## src/rtl/if_fetch_unit.sv

```systemverilog
`default_nettype none
// ============================================================================
// Module      : if_fetch_unit
// Description : Instruction-fetch stage of the MIPS pipeline. Owns the
//               program counter, drives chip-enable and byte address into a
//               combinational instruction ROM, and captures the returned
//               word together with its PC into the IF/ID pipeline register.
//               Handles stalls, delayed-branch redirects (including branches
//               that arrive while the PC is stalled) and exception flushes.
//
// Ports       : clk, rst          - clock (rising edge), async active-high reset
//               stall_if          - hold the PC this cycle
//               stall_id          - hold IF/ID this cycle (implies stall_if)
//               branch_flag_i     - taken branch/jump pulse from decode
//               branch_target_i   - branch destination
//               flush_i           - exception/eret flush pulse
//               flush_pc_i        - handler/return address on flush
//               rom_ce_o          - ROM chip enable (registered)
//               rom_addr_o        - ROM byte address (current PC)
//               rom_inst_i        - ROM data, same cycle as rom_addr_o
//               id_pc_o           - PC of the instruction held in IF/ID
//               id_inst_o         - instruction held in IF/ID (0 when invalid)
//               id_valid_o        - IF/ID holds a real instruction
//               id_misalign_o     - IF/ID instruction came from a misaligned
//                                   redirect target
//
// Revision    : 1.0 - initial release
// ============================================================================
module if_fetch_unit #(
    parameter int                           INST_ADDR_WIDTH = 32,
    parameter int                           INST_DATA_WIDTH = 32,
    parameter logic [INST_ADDR_WIDTH-1:0]   RESET_PC        = 32'h0000_0000
) (
    input  logic                        clk,
    input  logic                        rst,
    input  logic                        stall_if,
    input  logic                        stall_id,
    input  logic                        branch_flag_i,
    input  logic [INST_ADDR_WIDTH-1:0]  branch_target_i,
    input  logic                        flush_i,
    input  logic [INST_ADDR_WIDTH-1:0]  flush_pc_i,
    output logic                        rom_ce_o,
    output logic [INST_ADDR_WIDTH-1:0]  rom_addr_o,
    input  logic [INST_DATA_WIDTH-1:0]  rom_inst_i,
    output logic [INST_ADDR_WIDTH-1:0]  id_pc_o,
    output logic [INST_DATA_WIDTH-1:0]  id_inst_o,
    output logic                        id_valid_o,
    output logic                        id_misalign_o
);

    // ------------------------------------------------------------------------
    // Constants
    // ------------------------------------------------------------------------
    localparam int                      c_AW      = INST_ADDR_WIDTH;
    localparam logic [c_AW-1:0]         c_PC_STEP = c_AW'(4);

    // Fetch FSM encoding
    localparam logic [0:0]              c_BOOT    = 1'b0;
    localparam logic [0:0]              c_RUN     = 1'b1;

    // Word-align an address by dropping the byte offset.
    function automatic logic [c_AW-1:0] f_align(input logic [c_AW-1:0] addr);
        return {addr[c_AW-1:2], 2'b00};
    endfunction

    // ------------------------------------------------------------------------
    // Declarations
    // ------------------------------------------------------------------------
    logic [0:0]         r_state;
    logic [0:0]         w_state_next;
    logic               r_rom_ce;
    logic               w_rom_ce_next;
    logic               w_run;

    logic [c_AW-1:0]    r_pc;
    logic [c_AW-1:0]    w_pc_next;
    logic               r_pend_valid;
    logic               w_pend_valid_next;
    logic [c_AW-1:0]    r_pend_target;
    logic [c_AW-1:0]    w_pend_target_next;
    logic               r_misalign;
    logic               w_misalign_next;

    logic               w_stall;
    logic               w_redirect;
    logic [c_AW-1:0]    w_redirect_target;

    logic [c_AW-1:0]            r_id_pc;
    logic [INST_DATA_WIDTH-1:0] r_id_inst;
    logic                       r_id_valid;
    logic                       r_id_misalign;

    // The flush address always comes from the exception unit, which only
    // produces word addresses; its byte offset is simply discarded.
    logic               w_unused_flush_lsb;
    assign w_unused_flush_lsb = ^flush_pc_i[1:0];

    // A decode stall must also freeze the PC, otherwise the fetch that is
    // being held in IF/ID would be skipped.
    assign w_stall = stall_if | stall_id;

    // ------------------------------------------------------------------------
    // FSM: state register
    // ------------------------------------------------------------------------
    always_ff @(posedge clk or posedge rst) begin
        if (rst) begin
            r_state  <= c_BOOT;
            r_rom_ce <= 1'b0;
        end else begin
            r_state  <= w_state_next;
            r_rom_ce <= w_rom_ce_next;
        end
    end

    // ------------------------------------------------------------------------
    // FSM: next-state logic
    // BOOT lasts exactly one edge after reset release; RUN is terminal.
    // ------------------------------------------------------------------------
    always_comb begin
        w_state_next = r_state;
        case (r_state)
            c_BOOT:  w_state_next = c_RUN;
            c_RUN:   w_state_next = c_RUN;
            default: w_state_next = c_BOOT;
        endcase
    end

    // ------------------------------------------------------------------------
    // FSM: outputs
    // Chip enable is computed from the next state so that it comes straight
    // out of a flop and is high for the whole first RUN cycle.
    // ------------------------------------------------------------------------
    always_comb begin
        w_rom_ce_next = (w_state_next == c_RUN);
        w_run         = (r_state == c_RUN);
    end

    // ------------------------------------------------------------------------
    // PC next-value selection
    // Priority: flush > stall (remember branch) > pending branch > branch >
    // sequential. A branch seen while stalled is parked in the pending
    // register and replayed on the first unstalled edge, so it is not lost.
    // ------------------------------------------------------------------------
    always_comb begin
        w_pc_next          = r_pc;
        w_pend_valid_next  = r_pend_valid;
        w_pend_target_next = r_pend_target;
        w_misalign_next    = r_misalign;
        w_redirect         = 1'b0;
        w_redirect_target  = r_pend_target;

        if (flush_i) begin
            // Flush is honoured even in BOOT; it discards any parked branch.
            w_pc_next         = f_align(flush_pc_i);
            w_pend_valid_next = 1'b0;
            w_misalign_next   = 1'b0;
        end else if (w_run) begin
            if (w_stall) begin
                if (branch_flag_i) begin
                    w_pend_valid_next  = 1'b1;
                    w_pend_target_next = branch_target_i;
                end
            end else begin
                if (r_pend_valid) begin
                    w_redirect        = 1'b1;
                    w_redirect_target = r_pend_target;
                    w_pend_valid_next = 1'b0;
                end else if (branch_flag_i) begin
                    w_redirect        = 1'b1;
                    w_redirect_target = branch_target_i;
                end

                // The flag follows the fetch it describes: it is rebuilt
                // every time the PC moves on, i.e. when the previous fetch
                // is being captured into IF/ID.
                if (w_redirect) begin
                    w_pc_next       = f_align(w_redirect_target);
                    w_misalign_next = |w_redirect_target[1:0];
                end else begin
                    w_pc_next       = r_pc + c_PC_STEP;
                    w_misalign_next = 1'b0;
                end
            end
        end
    end

    // ------------------------------------------------------------------------
    // PC, pending-branch and misalign registers
    // ------------------------------------------------------------------------
    always_ff @(posedge clk or posedge rst) begin
        if (rst) begin
            r_pc          <= f_align(RESET_PC);
            r_pend_valid  <= 1'b0;
            r_pend_target <= '0;
            r_misalign    <= 1'b0;
        end else begin
            r_pc          <= w_pc_next;
            r_pend_valid  <= w_pend_valid_next;
            r_pend_target <= w_pend_target_next;
            r_misalign    <= w_misalign_next;
        end
    end

    // ------------------------------------------------------------------------
    // IF/ID pipeline register
    // Branches never squash this register: the word fetched while a branch
    // is in decode is its delay slot and is captured like any other.
    // ------------------------------------------------------------------------
    always_ff @(posedge clk or posedge rst) begin
        if (rst) begin
            r_id_pc       <= '0;
            r_id_inst     <= '0;
            r_id_valid    <= 1'b0;
            r_id_misalign <= 1'b0;
        end else if (flush_i) begin
            r_id_pc       <= '0;
            r_id_inst     <= '0;
            r_id_valid    <= 1'b0;
            r_id_misalign <= 1'b0;
        end else if (stall_id) begin
            r_id_pc       <= r_id_pc;
            r_id_inst     <= r_id_inst;
            r_id_valid    <= r_id_valid;
            r_id_misalign <= r_id_misalign;
        end else if (stall_if || !w_run) begin
            // Bubble: nothing was fetched on the BOOT edge, and a stalled
            // fetch will be presented again next cycle.
            r_id_pc       <= '0;
            r_id_inst     <= '0;
            r_id_valid    <= 1'b0;
            r_id_misalign <= 1'b0;
        end else begin
            r_id_pc       <= r_pc;
            r_id_inst     <= rom_inst_i;
            r_id_valid    <= r_rom_ce;
            r_id_misalign <= r_misalign;
        end
    end

    // ------------------------------------------------------------------------
    // Outputs
    // ------------------------------------------------------------------------
    assign rom_ce_o      = r_rom_ce;
    assign rom_addr_o    = r_pc;
    assign id_pc_o       = r_id_pc;
    assign id_inst_o     = r_id_inst;
    assign id_valid_o    = r_id_valid;
    assign id_misalign_o = r_id_misalign;

endmodule
`default_nettype wire
```

## config.mk

```make
export PLATFORM = sky130hd
export DESIGN_NAME = if_fetch_unit
export DESIGN_NICKNAME = d
export VERILOG_FILES = /design/src/rtl/if_fetch_unit.sv
export SDC_FILE = /design/constraint.sdc
export NUM_CORES = 1
export LEC_CHECK = 0
export CAP_MARGIN = 40
export CORE_MARGIN = 10
export CORE_UTILIZATION = 30
export DETAILED_ROUTE_END_ITERATION = 8
export HOLD_SLACK_MARGIN = 0.03
export PLACE_DENSITY_LB_ADDON = 0.08
export RECOVER_POWER = 50
export SLEW_MARGIN = 25
export SYNTH_ARGS = -nofsm -noshare
export SYNTH_HDL_FRONTEND = slang
export SYNTH_SLANG_ARGS = --single-unit
```

## constraint.sdc

```tcl
create_clock -name clk -period 7.5 [get_ports clk]
set_input_delay 2.25 -clock clk [delete_from_list [all_inputs] [get_ports clk]]
set_output_delay 2.25 -clock clk [all_outputs]
set_load 0.02 [all_outputs]
```

==> results of run 1 <==
## state kept, by name (all words and copies together), names as in the netlist
name and count:
id_inst_o 32, id_misalign_o 1, id_pc_o 31, id_valid_o 1, r_misalign 1, r_pend_target 32
r_pend_valid 1, rom_addr_o 30, rom_ce_o 1
## Yosys cell counts (8+ instances only)
master / n
sky130_fd_sc_hd__a21oi_1: 16
sky130_fd_sc_hd__a222oi_1: 15
sky130_fd_sc_hd__a22o_1: 65
sky130_fd_sc_hd__a22oi_1: 9
sky130_fd_sc_hd__buf_2: 14
sky130_fd_sc_hd__clkbuf_1: 24
sky130_fd_sc_hd__dfrtp_1: 130
sky130_fd_sc_hd__mux2_2: 31
sky130_fd_sc_hd__nand2_1: 41
sky130_fd_sc_hd__nand3_1: 13
sky130_fd_sc_hd__nand4_1: 8
sky130_fd_sc_hd__nor2_1: 17
sky130_fd_sc_hd__nor3_1: 8
sky130_fd_sc_hd__o21ai_0: 37
sky130_fd_sc_hd__o21ai_1: 8
sky130_fd_sc_hd__xnor2_1: 13
sky130_fd_sc_hd__xor2_1: 10
## where the power goes
group          internal [mW]  switching, mW  total [mW]
Sequential             0.765         0.0635       0.829
Clock                  0.575          0.325       0.901
Combinational          0.162          0.150       0.312
## worst paths after layout
check,start,end,slack [ns]
min in group asynchronous,rst,id_inst_o[13],3.24
setup / recovery,flush_i,rom_addr_o[29],1.86
max in group asynchronous,rst,rom_addr_o[6],2.27
hold reg to reg,r_misalign,r_misalign,0.48
hold / removal,r_misalign,r_misalign,0.48
setup reg to reg,rom_ce_o,rom_addr_o[10],4.98
## worst max-delay path: stages
cell	delay (ns)
sky130_fd_sc_hd__dlygate4sd3_1	0.52
sky130_fd_sc_hd__clkbuf_1	1.53
sky130_fd_sc_hd__nor4b_4	0.09
sky130_fd_sc_hd__buf_4	0.41
sky130_fd_sc_hd__buf_12	0.26
sky130_fd_sc_hd__nand2_1	0.29
sky130_fd_sc_hd__buf_6	0.22
sky130_fd_sc_hd__a31oi_1	0.05
sky130_fd_sc_hd__o21ai_0	0.15
sky130_fd_sc_hd__o311ai_1	0.11
## per-layer routing
layer | part of all wire | up-vias
met3 | 0.076 | 20
met2 | 0.44 | 212
met4 | 0.015 | 0
met1 | 0.47 | 2480
li1 | - | 2351
met5 | 0 | -
## area by class of cell
class                           instances  area share
Inverter                                5    0.002266
Tap cell                              265     0.03754
Clock inverter                         12     0.02026
Antenna cell                            1   0.0002833
Timing Repair Buffer                  207      0.2347
Multi-Input combinational cell        347      0.2850
Sequential cell                       130      0.3683
Clock buffer                           20     0.05170
## metrics by stage
stage	area, µm²	hold WS, ns	cells	power [mW]
final	8833	0.4820	987	2.041
after global routing	8833	0.5049	987	2.134
after CTS	8803	0.4850	984	2.068
after detailed placement	8168	0.4729	952	1.156
after global placement	8148	0.4644	951	1.148
after floorplan	5995	0.4493	528	0.9897
## cell families (layout without fill, tap and decap cells)
family          count (synthesis)  in the layout  share of synthesized area
xor+xnor                       23             23                    0.03363
mux                            35             35                    0.06516
buf+inv                        51            244                    0.04010
compound gates                170            170                     0.2101
flops                         130            130                     0.5430
fa+ha+maj                       1              1                   0.002088
simple gates                  115            115                     0.1046
other cells                     2              4                   0.001254
## cell usage in the layout (no fill, tap or decap), types with 2 or more instances in the layout
cell type,count
sky130_fd_sc_hd__clkbuf_1,3
sky130_fd_sc_hd__clkdlybuf4s50_1,150
sky130_fd_sc_hd__a22oi_1,9
sky130_fd_sc_hd__inv_6,2
sky130_fd_sc_hd__a21oi_1,15
sky130_fd_sc_hd__mux2_2,31
sky130_fd_sc_hd__dfrtp_1,130
sky130_fd_sc_hd__clkbuf_8,2
sky130_fd_sc_hd__a221oi_1,5
sky130_fd_sc_hd__and3_1,7
sky130_fd_sc_hd__clkbuf_16,17
sky130_fd_sc_hd__clkinvlp_4,3
sky130_fd_sc_hd__dlygate4sd3_1,46
sky130_fd_sc_hd__a22o_1,65
sky130_fd_sc_hd__o311ai_1,3
sky130_fd_sc_hd__xor2_1,10
sky130_fd_sc_hd__xnor2_1,13
sky130_fd_sc_hd__nor3_1,7
sky130_fd_sc_hd__and2_1,4
sky130_fd_sc_hd__clkinv_2,2
sky130_fd_sc_hd__o2bb2ai_1,2
sky130_fd_sc_hd__nor2_1,17
sky130_fd_sc_hd__nor2b_1,2
sky130_fd_sc_hd__o21ai_0,37
sky130_fd_sc_hd__o21ai_1,8
sky130_fd_sc_hd__nand4_1,8
sky130_fd_sc_hd__and4_1,4
sky130_fd_sc_hd__nand3_1,13
sky130_fd_sc_hd__nand2_1,41
sky130_fd_sc_hd__mux2i_1,3
sky130_fd_sc_hd__conb_1,3
sky130_fd_sc_hd__a222oi_1,15
sky130_fd_sc_hd__buf_4,6
sky130_fd_sc_hd__inv_1,4
sky130_fd_sc_hd__bufinv_16,4
==> results_tabular.tex, run 1 <==
\begin{tabular}{lr}
\hline
Metric & Value \\
\hline
\multicolumn{2}{l}{\textbf{STA}} \\
\quad Number of failing setup endpoints in the final timing report & 0 \\
\quad Number of pins with negative max-slew slack in the final report & 112 \\
\quad Fin. Hold Viols & 0 \\
\quad Worst path setup slack after routing & 1.858 ns \\
\quad Largest clock skew in the final design & 0.01285 ns \\
\quad Maximum clock frequency & 177.2 MHz \\
\quad Final cycle utilization of the critical path & 0.7523 \\
\quad Unrepaired setup endpoints after global routing & false \\
\quad Max-Slew Margin vs Limit & -1.247 \\
\quad Tightest Pin Transition & 3.353 ns \\
\quad Total negative slack & 0 ns \\
\quad Minimum clock period & 5.642 ns \\
\multicolumn{2}{l}{\textbf{Floorplanning}} \\
\quad Horizontal die dimension & 161.3 µm \\
\quad Die boundary height & 161.3 µm \\
\quad Cell row count & 51 \\
\quad Full die area & 0.02602 mm² \\
\quad Core outline area & 0.01953 mm² \\
\quad Starting density of the core & 0.3068 \\
\quad Count of pins on the block boundary & 201 \\
\multicolumn{2}{l}{\textbf{GRT}} \\
\quad Number of global-route vias before repair & 5,271 \\
\quad Grt met3 use & 0.05287 \\
\quad Global-route met2 utilization & 0.2325 \\
\quad Met1 demand-to-capacity share in global routing & 0.2181 \\
\quad Most used routing layer in global routing & met2 \\
\quad Number of antenna violations at the first check in global routing & 1 \\
\quad Wire length of the first global-routing pass & 32,400 µm \\
\quad Leftover overflow at the end of global routing & 0 \\
\quad Combined global-route utilization of all metal layers & 0.1594 \\
\quad Largest net degree at the start of global routing & 74 \\
\multicolumn{2}{l}{\textbf{Clock tree}} \\
\quad Buffer type at the clock tree root & sky130\_fd\_sc\_hd\_\_clkbuf\_16 \\
\quad Reg clk slew, reported paths & 0.06 ns \\
\quad Number of buffers created by CTS & 17 \\
\quad TritonCTS clock tree & built \\
\quad \# Post-CTS Setup Buffers & 0 \\
\quad Hold-fix buffer count after cts & 0 \\
\quad Max clock buf depth & 2 \\
\quad Deepest level of the CTS H-tree & 4 \\
\quad Clk Latency, worst-skew pair & 0.43 ns \\
\quad Post-cts sizing count & 0 \\
\quad Clock sink count & 130 \\
\multicolumn{2}{l}{\textbf{Routing}} \\
\quad Routed length per instance & 21.17 µm \\
\quad Detailed Routing Iterations Pass 1 & 5 \\
\quad Antenna-violating nets left & 0 \\
\quad Number of vias per cell after detailed routing & 5.130 \\
\quad Remaining design rule violation count & 0 \\
\quad Via count of the routed design & 5,063 \\
\quad Number of DRC markers after the initial detailed-route iteration & 520 \\
\quad Total routed wirelength & 20,900 µm \\
\multicolumn{2}{l}{\textbf{Yosys}} \\
\quad Largest cells by area after synthesis & sky130\_fd\_sc\_hd\_\_dfrtp\_1 (54\%), sky130\_fd\_sc\_hd\_\_a22o\_1 (9.5\%), sky130\_fd\_sc\_hd\_\_mux2\_2 (5.8\%), sky130\_fd\_sc\_hd\_\_o21ai\_0 (3.1\%), sky130\_fd\_sc\_hd\_\_nand2\_1 (2.6\%) \\
\quad Post-synth top area cell & sky130\_fd\_sc\_hd\_\_dfrtp\_1 \\
\quad Sequential area share after synthesis & 0.5430 \\
\quad Netlist area before placement & 0.005991 mm² \\
\quad Synth Flop Type & sky130\_fd\_sc\_hd\_\_dfrtp\_1 \\
\quad Number of distinct library cells after synthesis & 53 \\
\quad Synth top area share & 0.5430 \\
\quad Average cell area after synthesis & 11.37 µm² \\
\quad Number of cells produced by synthesis & 527 \\
\quad FF+latch count, synth & 130 \\
\quad Warnings from Yosys & 0 \\
\quad EDFF count, synth & 0 \\
\quad Async SR Flop Fraction & 1.000 \\
\multicolumn{2}{l}{\textbf{Critical path}} \\
\quad Nature of the critical path startpoint & primary input \\
\quad Crit path kind & in -> reg \\
\quad Endpoint type of the worst setup path & flop \\
\quad Data arrival time of the worst path & 5.92 ns \\
\quad Cell depth of the worst flop-to-flop path & 8 \\
\quad Highest fanout seen on the critical path & 53 \\
\quad Endpoint required time on the critical path & 7.78 ns \\
\multicolumn{2}{l}{\textbf{Placement}} \\
\quad Hpwl dp & 14,740 µm \\
\quad Worst slack at placement & 2.243 ns \\
\quad Port-buffer cells & 196 \\
\quad Gpl congestion & 0.7609 \\
\multicolumn{2}{l}{\textbf{Finish}} \\
\quad Total area of sequential cells & 0.003253 mm² \\
\quad Synth-to-layout area growth & 47.45\% \\
\quad Nets & 811 \\
\quad Post-route core utilization & 0.4524 \\
\quad Total area of multi-input combinational cells & 0.002517 mm² \\
\quad Filler Cell Count & 1,843 \\
\quad Share of layout cells above drive strength 1 & 0.1151 \\
\multicolumn{2}{l}{\textbf{Min path}} \\
\quad Number of stages on the worst hold path & 2 \\
\quad Worst Hold Class & reg -> reg \\
\multicolumn{2}{l}{\textbf{Run status}} \\
\quad Run status & complete, but fails checks \\
\quad Failing checks & capacitance limit, slew limit \\
\multicolumn{2}{l}{\textbf{Power and ir drop}} \\
\quad Highest ir drop seen on vdd & 0.1521 mV \\
\quad Power per standard cell area & 231.1 mW/mm² \\
\quad Leakage power summed over all cells & 3.750 nW \\
\multicolumn{2}{l}{\textbf{Run}} \\
\quad Max-cap violations & 2 \\
\hline
\end{tabular}
(Power assumes the default switching activity.)
==> inputs of run 2 (changes only) <==
clock period = 5.6 ns   (was 7.5 ns; I/O delays follow)
==> results_tabular.tex, run 2 (synthesis results as in run 1) <==
\begin{tabular}{lr}
\hline
Metric & Value \\
\hline
\multicolumn{2}{l}{\textbf{GRT}} \\
\quad Number of antenna violations at the first check in global routing & 1 (unchanged) \\
\quad Leftover overflow at the end of global routing & 0 (unchanged) \\
\quad Combined global-route utilization of all metal layers & 0.1571 (was 0.1594) \\
\quad Number of global-route vias before repair & 5,323 (was 5,271) \\
\quad Largest net degree at the start of global routing & 64 (was 74) \\
\quad Wire length of the first global-routing pass & 32,400 µm (about the same) \\
\multicolumn{2}{l}{\textbf{Min path}} \\
\quad Worst Hold Class & reg -> reg (unchanged) \\
\quad Number of stages on the worst hold path & 2 (unchanged) \\
\quad Start point of the worst min-delay path & r\_misalign (unchanged) \\
\quad Worst Hold End & r\_misalign (unchanged) \\
\multicolumn{2}{l}{\textbf{Floorplanning}} \\
\quad Die boundary height & 161.3 µm (unchanged) \\
\quad Cell row count & 51 (unchanged) \\
\quad Count of pins on the block boundary & 201 (unchanged) \\
\quad Core outline area & 0.01953 mm² (unchanged) \\
\quad Full die area & 0.02602 mm² (unchanged) \\
\quad Starting density of the core & 0.3068 (unchanged) \\
\quad Horizontal die dimension & 161.3 µm (unchanged) \\
\multicolumn{2}{l}{\textbf{Critical path}} \\
\quad Endpoint type of the worst setup path & flop (unchanged) \\
\quad Register-to-register setup slack & 3.30 ns (was 4.98 ns) \\
\quad Crit path kind & in -> reg (unchanged) \\
\quad Cell depth of the worst flop-to-flop path & 6 (was 8) \\
\quad Nature of the critical path startpoint & primary input (unchanged) \\
\quad Endpoint required time on the critical path & 5.94 ns (was 7.78 ns) \\
\quad Data arrival time of the worst path & 4.60 ns (was 5.92 ns) \\
\quad Highest fanout seen on the critical path & 46 (was 53) \\
\quad RR Endpoint & rom\_addr\_o[29] (was rom\_addr\_o[10]) \\
\quad Startpoint of the lowest-slack register-to-register path & rom\_ce\_o (unchanged) \\
\multicolumn{2}{l}{\textbf{Finish}} \\
\quad Layout Cell Area excl Fill & 0.008807 mm² (was 0.008833 mm²) \\
\quad Synth-to-layout area growth & 47.01\% (was 47.45\%) \\
\quad Commonest non-fill, non-tap cells in the layout & sky130\_fd\_sc\_hd\_\_clkdlybuf4s50\_1 (148), sky130\_fd\_sc\_hd\_\_dfrtp\_1 (130), sky130\_fd\_sc\_hd\_\_a22o\_1 (65) (was sky130\_fd\_sc\_hd\_\_clkdlybuf4s50\_1 (150), sky130\_fd\_sc\_hd\_\_dfrtp\_1 (130), sky130\_fd\_sc\_hd\_\_a22o\_1 (65)) \\
\quad Post-route core utilization & 0.4510 (was 0.4524) \\
\quad Share of layout cells above drive strength 1 & 0.1179 (was 0.1151) \\
\quad Leading cell type in the layout, fill and taps excluded & sky130\_fd\_sc\_hd\_\_clkdlybuf4s50\_1 (unchanged) \\
\quad Nets & 811 (unchanged) \\
\multicolumn{2}{l}{\textbf{Clock tree}} \\
\quad Deepest level of the CTS H-tree & 4 (unchanged) \\
\quad Hold-fix buffer count after cts & 0 (unchanged) \\
\quad Clock sink count & 130 (unchanged) \\
\quad Reg clk slew, reported paths & 0.06 ns (about the same) \\
\quad Max clock buf depth & 2 (unchanged) \\
\quad Post-cts sizing count & 0 (unchanged) \\
\quad \# Post-CTS Setup Buffers & 0 (unchanged) \\
\quad TritonCTS clock tree & built (unchanged) \\
\quad Number of buffers created by CTS & 17 (unchanged) \\
\quad Clk Latency, worst-skew pair & 0.42 ns (was 0.43 ns) \\
\quad Buffer type at the clock tree root & sky130\_fd\_sc\_hd\_\_clkbuf\_16 (unchanged) \\
\multicolumn{2}{l}{\textbf{Power and ir drop}} \\
\quad Leakage power summed over all cells & 3.758 nW (was 3.750 nW) \\
\quad Sequential Power Share & 0.410 (was 0.406) \\
\quad Net Sw Frac & 0.2635 (was 0.2639) \\
\quad Overall power & 2.711 mW (was 2.041 mW) \\
\quad Pint & 1.997 mW (was 1.503 mW) \\
\quad Psw & 714.3 µW (was 538.7 µW) \\
\quad Power per standard cell area & 307.8 mW/mm² (was 231.1 mW/mm²) \\
\quad Relative contribution of combinational cells to total power & 0.155 (was 0.153) \\
\quad Part of the power in the clock network & 0.436 (was 0.441) \\
\quad Highest ir drop seen on vdd & 0.1977 mV (was 0.1521 mV) \\
\multicolumn{2}{l}{\textbf{Placement}} \\
\quad Worst slack at placement & 1.163 ns (was 2.243 ns) \\
\quad Hpwl dp & 15,220 µm (was 14,740 µm) \\
\quad Port-buffer cells & 196 (unchanged) \\
\quad Cell area after placement & 0.008190 mm² (was 0.008168 mm²) \\
\quad Gpl congestion & 0.7720 (was 0.7609) \\
\multicolumn{2}{l}{\textbf{Routing}} \\
\quad Number of DRC markers after the initial detailed-route iteration & 372 (was 520) \\
\quad Via count of the routed design & 5,080 (was 5,063) \\
\quad Number of vias per cell after detailed routing & 5.147 (was 5.130) \\
\quad Remaining design rule violation count & 0 (unchanged) \\
\quad Detailed Routing Iterations Pass 1 & 6 (was 5) \\
\quad Routed length per instance & 21.09 µm (was 21.17 µm) \\
\quad Antenna-violating nets left & 0 (unchanged) \\
\quad Total routed wirelength & 20,820 µm (was 20,900 µm) \\
\multicolumn{2}{l}{\textbf{STA}} \\
\quad Number of failing setup endpoints in the final timing report & 0 (unchanged) \\
\quad Number of pins with negative max-slew slack in the final report & 65 (was 112) \\
\quad Total negative slack & 0 ns (unchanged) \\
\quad Largest clock skew in the final design & 0.01485 ns (was 0.01285 ns) \\
\quad Tightest Pin Transition & 2.093 ns (was 3.353 ns) \\
\quad Final cycle utilization of the critical path & 0.7601 \\
\quad Unrepaired setup endpoints after global routing & false (unchanged) \\
\quad Maximum clock frequency & 234.9 MHz \\
\quad Max-Slew Margin vs Limit & -0.4031 (was -1.247) \\
\quad Fin. Hold Viols & 0 (unchanged) \\
\quad Worst path setup slack after routing & 1.344 ns (was 1.858 ns) \\
\quad Minimum clock period & 4.256 ns \\
\multicolumn{2}{l}{\textbf{Run status}} \\
\quad Run status & complete, but fails checks (unchanged) \\
\quad Failing checks & capacitance limit, slew limit (unchanged) \\
\multicolumn{2}{l}{\textbf{Run}} \\
\quad Max-cap violations & 2 (unchanged) \\
\hline
\end{tabular}
## run 2: changes by cell type in the layout (fill, tap and decap cells not counted), sizes merged
cell | previous run | this run
dlygate4sd3 | 46 | 48
inv | 6 | 5
buf | 9 | 11
clkinv | 3 | 7
clkinvlp | 4 | 3
clkdlybuf4s50 | 150 | 148
clkbuf | 22 | 18
## run 2: stage by stage
step / instances / hold WS, ns
finish: 987 / 0.4802
global route: 987 / 0.5068
detailed placement: 954 / 0.4731
floorplan: 528 / 0.4493
CTS: 986 / 0.4854
global placement: 953 / 0.4659
## run 2: layer usage
layer  up-vias  track usage  wire length, µm
met5         -            0                0
met2       191       0.2316             9351
met3        10      0.04779             1231
li1       2343            -                -
met4         0      0.04218              228
met1      2536       0.2178            10010
## run 2: cell type report
class	instances	area (µm²)
sequential	130	3253
clock inverter	14	186.4
multi-input combinational	347	2510
fill	1862	10720
tap	265	331.6
antenna	1	2.502
inverter	5	20.02
clock buffer	18	439.2
timing repair buffer	207	2064
## run 2: worst max-delay path, stage by stage
cell and delay, ns:
sky130_fd_sc_hd__clkdlybuf4s50_1 0.74, sky130_fd_sc_hd__nor2b_1 1.30, sky130_fd_sc_hd__buf_4 0.61, sky130_fd_sc_hd__a22o_1 0.22
## run 2: power groups by stage
stage | clock network, mW | logic (mW) | registers (mW)
after CTS | 1.21 | 0.429 | 1.11
after global placement | 0 | 0.419 | 1.12
after global routing | 1.26 | 0.453 | 1.12
after floorplan | 0 | 0.184 | 1.14
after detailed placement | 0 | 0.427 | 1.13
final | 1.18 | 0.419 | 1.11
## run 2: worst max path at each step
stage,end,slack [ns],from,depth (start not counted)
after detailed placement,rom_addr_o[29],1.16,flush_i,7
after floorplan,id_inst_o[0],0.45,rst,1
after global routing,id_inst_o[24],1.10,flush_i,4
after CTS,rom_addr_o[29],1.58,flush_i,7
final,id_inst_o[5],1.34,flush_i,4
after global placement,rom_addr_o[10],1.24,flush_i,7
==> inputs of run 3 (changes only) <==
clock period = 4.38 ns   (was 5.6 ns; I/O delays follow)
==> results_tabular.tex, run 3 (synthesis results as in run 1) <==
\begin{tabular}{lr}
\hline
Metric & Value \\
\hline
\multicolumn{2}{l}{\textbf{Run status}} \\
\quad Run status & finished, final reports clean (was complete, but fails checks) \\
\multicolumn{2}{l}{\textbf{Power and ir drop}} \\
\quad Sequential Power Share & 0.396 (was 0.410) \\
\quad Pint & 2.684 mW (was 1.997 mW) \\
\quad Relative contribution of combinational cells to total power & 0.148 (was 0.155) \\
\quad Power per standard cell area & 405.0 mW/mm² (was 307.8 mW/mm²) \\
\quad Highest ir drop seen on vdd & 0.2329 mV (was 0.1977 mV) \\
\quad Part of the power in the clock network & 0.456 (was 0.436) \\
\quad Psw & 904.4 µW (was 714.3 µW) \\
\quad Net Sw Frac & 0.2521 (was 0.2635) \\
\quad Leakage power summed over all cells & 3.777 nW (was 3.758 nW) \\
\multicolumn{2}{l}{\textbf{Clock tree}} \\
\quad Deepest level of the CTS H-tree & 4 (unchanged) \\
\quad Post-cts sizing count & 0 (unchanged) \\
\quad TritonCTS clock tree & built (unchanged) \\
\quad \# Post-CTS Setup Buffers & 0 (unchanged) \\
\quad Buffer type at the clock tree root & sky130\_fd\_sc\_hd\_\_clkbuf\_16 (unchanged) \\
\quad Hold-fix buffer count after cts & 0 (unchanged) \\
\quad Max clock buf depth & 2 (unchanged) \\
\quad Number of buffers created by CTS & 17 (unchanged) \\
\quad Reg clk slew, reported paths & 0.06 ns (about the same) \\
\quad Clk Latency, worst-skew pair & 0.42 ns (about the same) \\
\quad Clock sink count & 130 (unchanged) \\
\multicolumn{2}{l}{\textbf{Floorplanning}} \\
\quad Cell row count & 51 (unchanged) \\
\quad Die boundary height & 161.3 µm (unchanged) \\
\quad Horizontal die dimension & 161.3 µm (unchanged) \\
\quad Core outline area & 0.01953 mm² (unchanged) \\
\quad Starting density of the core & 0.3068 (unchanged) \\
\quad Full die area & 0.02602 mm² (unchanged) \\
\quad Count of pins on the block boundary & 201 (unchanged) \\
\multicolumn{2}{l}{\textbf{GRT}} \\
\quad Number of global-route vias before repair & 5,151 (was 5,323) \\
\quad Wire length of the first global-routing pass & 31,900 µm (was 32,400 µm) \\
\quad Largest net degree at the start of global routing & 87 (was 64) \\
\quad Number of antenna violations at the first check in global routing & 0 (was 1) \\
\quad Combined global-route utilization of all metal layers & 0.1571 (about the same) \\
\quad Leftover overflow at the end of global routing & 0 (unchanged) \\
\multicolumn{2}{l}{\textbf{Finish}} \\
\quad Layout Cell Area excl Fill & 0.008859 mm² (was 0.008807 mm²) \\
\quad Diodes inserted & 0 (was 1) \\
\quad Commonest non-fill, non-tap cells in the layout & sky130\_fd\_sc\_hd\_\_clkdlybuf4s50\_1 (148), sky130\_fd\_sc\_hd\_\_dfrtp\_1 (130), sky130\_fd\_sc\_hd\_\_a22o\_1 (65) (unchanged) \\
\quad Synth-to-layout area growth & 47.87\% (was 47.01\%) \\
\quad Nets & 812 (was 811) \\
\quad Leading cell type in the layout, fill and taps excluded & sky130\_fd\_sc\_hd\_\_clkdlybuf4s50\_1 (unchanged) \\
\quad Share of layout cells above drive strength 1 & 0.1177 (was 0.1179) \\
\multicolumn{2}{l}{\textbf{Min path}} \\
\quad Start point of the worst min-delay path & id\_pc\_o[9] (was r\_misalign) \\
\quad Worst Hold Class & reg -> reg (unchanged) \\
\quad Number of stages on the worst hold path & 1 (was 2) \\
\multicolumn{2}{l}{\textbf{Critical path}} \\
\quad Endpoint type of the worst setup path & flop (unchanged) \\
\quad Cell depth of the worst flop-to-flop path & 5 (was 6) \\
\quad Highest fanout seen on the critical path & 22 (was 46) \\
\quad Endpoint required time on the critical path & 4.69 ns (was 5.94 ns) \\
\quad Startpoint of the lowest-slack register-to-register path & r\_pend\_valid (was rom\_ce\_o) \\
\quad Data arrival time of the worst path & 3.54 ns (was 4.60 ns) \\
\quad Nature of the critical path startpoint & primary input (unchanged) \\
\quad Crit path kind & in -> reg (unchanged) \\
\quad CP startpoint & branch\_flag\_i (was flush\_i) \\
\multicolumn{2}{l}{\textbf{STA}} \\
\quad Final cycle utilization of the critical path & 0.7369 \\
\quad Fin. Hold Viols & 0 (unchanged) \\
\quad Max-Slew Margin vs Limit & 0.2018 (was -0.4031) \\
\quad Largest clock skew in the final design & 0.004516 ns (was 0.01485 ns) \\
\quad Worst Hold Margin & 0.4904 ns (was 0.4802 ns) \\
\quad Number of failing setup endpoints in the final timing report & 0 (unchanged) \\
\quad Maximum clock frequency & 309.8 MHz \\
\quad Tightest Pin Transition & 1.197 ns (was 2.093 ns) \\
\quad Total negative slack & 0 ns (unchanged) \\
\quad Unrepaired setup endpoints after global routing & false (unchanged) \\
\quad Number of pins with negative max-slew slack in the final report & 0 (was 65) \\
\quad Minimum clock period & 3.228 ns \\
\multicolumn{2}{l}{\textbf{Placement}} \\
\quad Hpwl dp & 15,120 µm (was 15,220 µm) \\
\quad Port-buffer cells & 196 (unchanged) \\
\quad Gpl congestion & 0.7914 (was 0.7720) \\
\quad Cell area after placement & 0.008202 mm² (was 0.008190 mm²) \\
\multicolumn{2}{l}{\textbf{Routing}} \\
\quad Remaining design rule violation count & 0 (unchanged) \\
\quad Number of vias per cell after detailed routing & 5.088 (was 5.147) \\
\quad Via count of the routed design & 5,022 (was 5,080) \\
\quad Routed length per instance & 20.80 µm (was 21.09 µm) \\
\quad Detailed Routing Iterations Pass 1 & 9 (was 6) \\
\quad Antenna-violating nets left & 0 (unchanged) \\
\quad Total routed wirelength & 20,530 µm (was 20,820 µm) \\
\quad Number of DRC markers after the initial detailed-route iteration & 396 (was 372) \\
\multicolumn{2}{l}{\textbf{Run}} \\
\quad Max-cap violations & 0 (was 2) \\
\hline
\end{tabular}
[run 3: changes by cell type in the layout (fill, tap and decap cells not counted), sizes merged]
cell,previous run,this run
clkinv,7,5
diode,1,0
bufinv,4,6
clkbuf,18,23
buf,11,8
inv,5,4
[run 3: metal layers]
| metal | vias to the layer above | wire length, µm | track usage |
|---|---|---|---|
| li1 | 2355 | - | - |
| met1 | 2459 | 9414 | 0.2109 |
| met5 | - | 0 | 0 |
| met3 | 19 | 1426 | 0.05211 |
| met2 | 189 | 9369 | 0.2352 |
| met4 | 0 | 319 | 0.04591 |
[run 3: layout make-up]
class / count / area (µm²)
clock inverters: 13 / 231.5
well taps: 265 / 331.6
multi-input cells: 347 / 2517
flip-flops and latches: 130 / 3253
clock buffers: 19 / 452.9
fillers: 1845 / 10670
inverters: 5 / 20.02
repair buffers: 208 / 2052
[run 3: stage by stage]
stage,cells,setup WS (ns),power (mW),utilization
after global placement,955,0.7842,1.974,0.4200
after global routing,987,0.8919,3.754,0.4537
final,987,1.152,3.588,0.4537
after floorplan,528,1.457,1.695,-
after detailed placement,955,0.7440,1.986,0.4200
after CTS,987,1.186,3.649,0.4551
[run 3: final timing paths]
| kind | slack, ns | end |
|---|---|---|
| hold / removal | 0.49 | id_pc_o[9] |
| setup / recovery | 1.15 | rom_addr_o[29] |
| setup reg to reg | 2.23 | rom_addr_o[29] |
| hold reg to reg | 0.49 | id_pc_o[9] |
| max in group asynchronous | 1.27 | r_pend_target[26] |
| min in group asynchronous | 1.49 | id_inst_o[26] |
[run 3: critical path, stage by stage]
cell and delay [ns]:
sky130_fd_sc_hd__dlygate4sd3_1 0.71, sky130_fd_sc_hd__nor2_1 0.42, sky130_fd_sc_hd__nand2_1 0.57, sky130_fd_sc_hd__a31oi_1 0.31
sky130_fd_sc_hd__o21ai_0 0.10, sky130_fd_sc_hd__o311ai_1 0.11
[run 3: power groups by stage]
stage / logic (mW) / clock network, mW / registers [mW]
floorplan: 0.236 / 0 / 1.46
global placement: 0.538 / 0 / 1.44
detailed placement: 0.545 / 0 / 1.44
CTS: 0.547 / 1.68 / 1.42
global route: 0.577 / 1.74 / 1.44
finish: 0.531 / 1.64 / 1.42
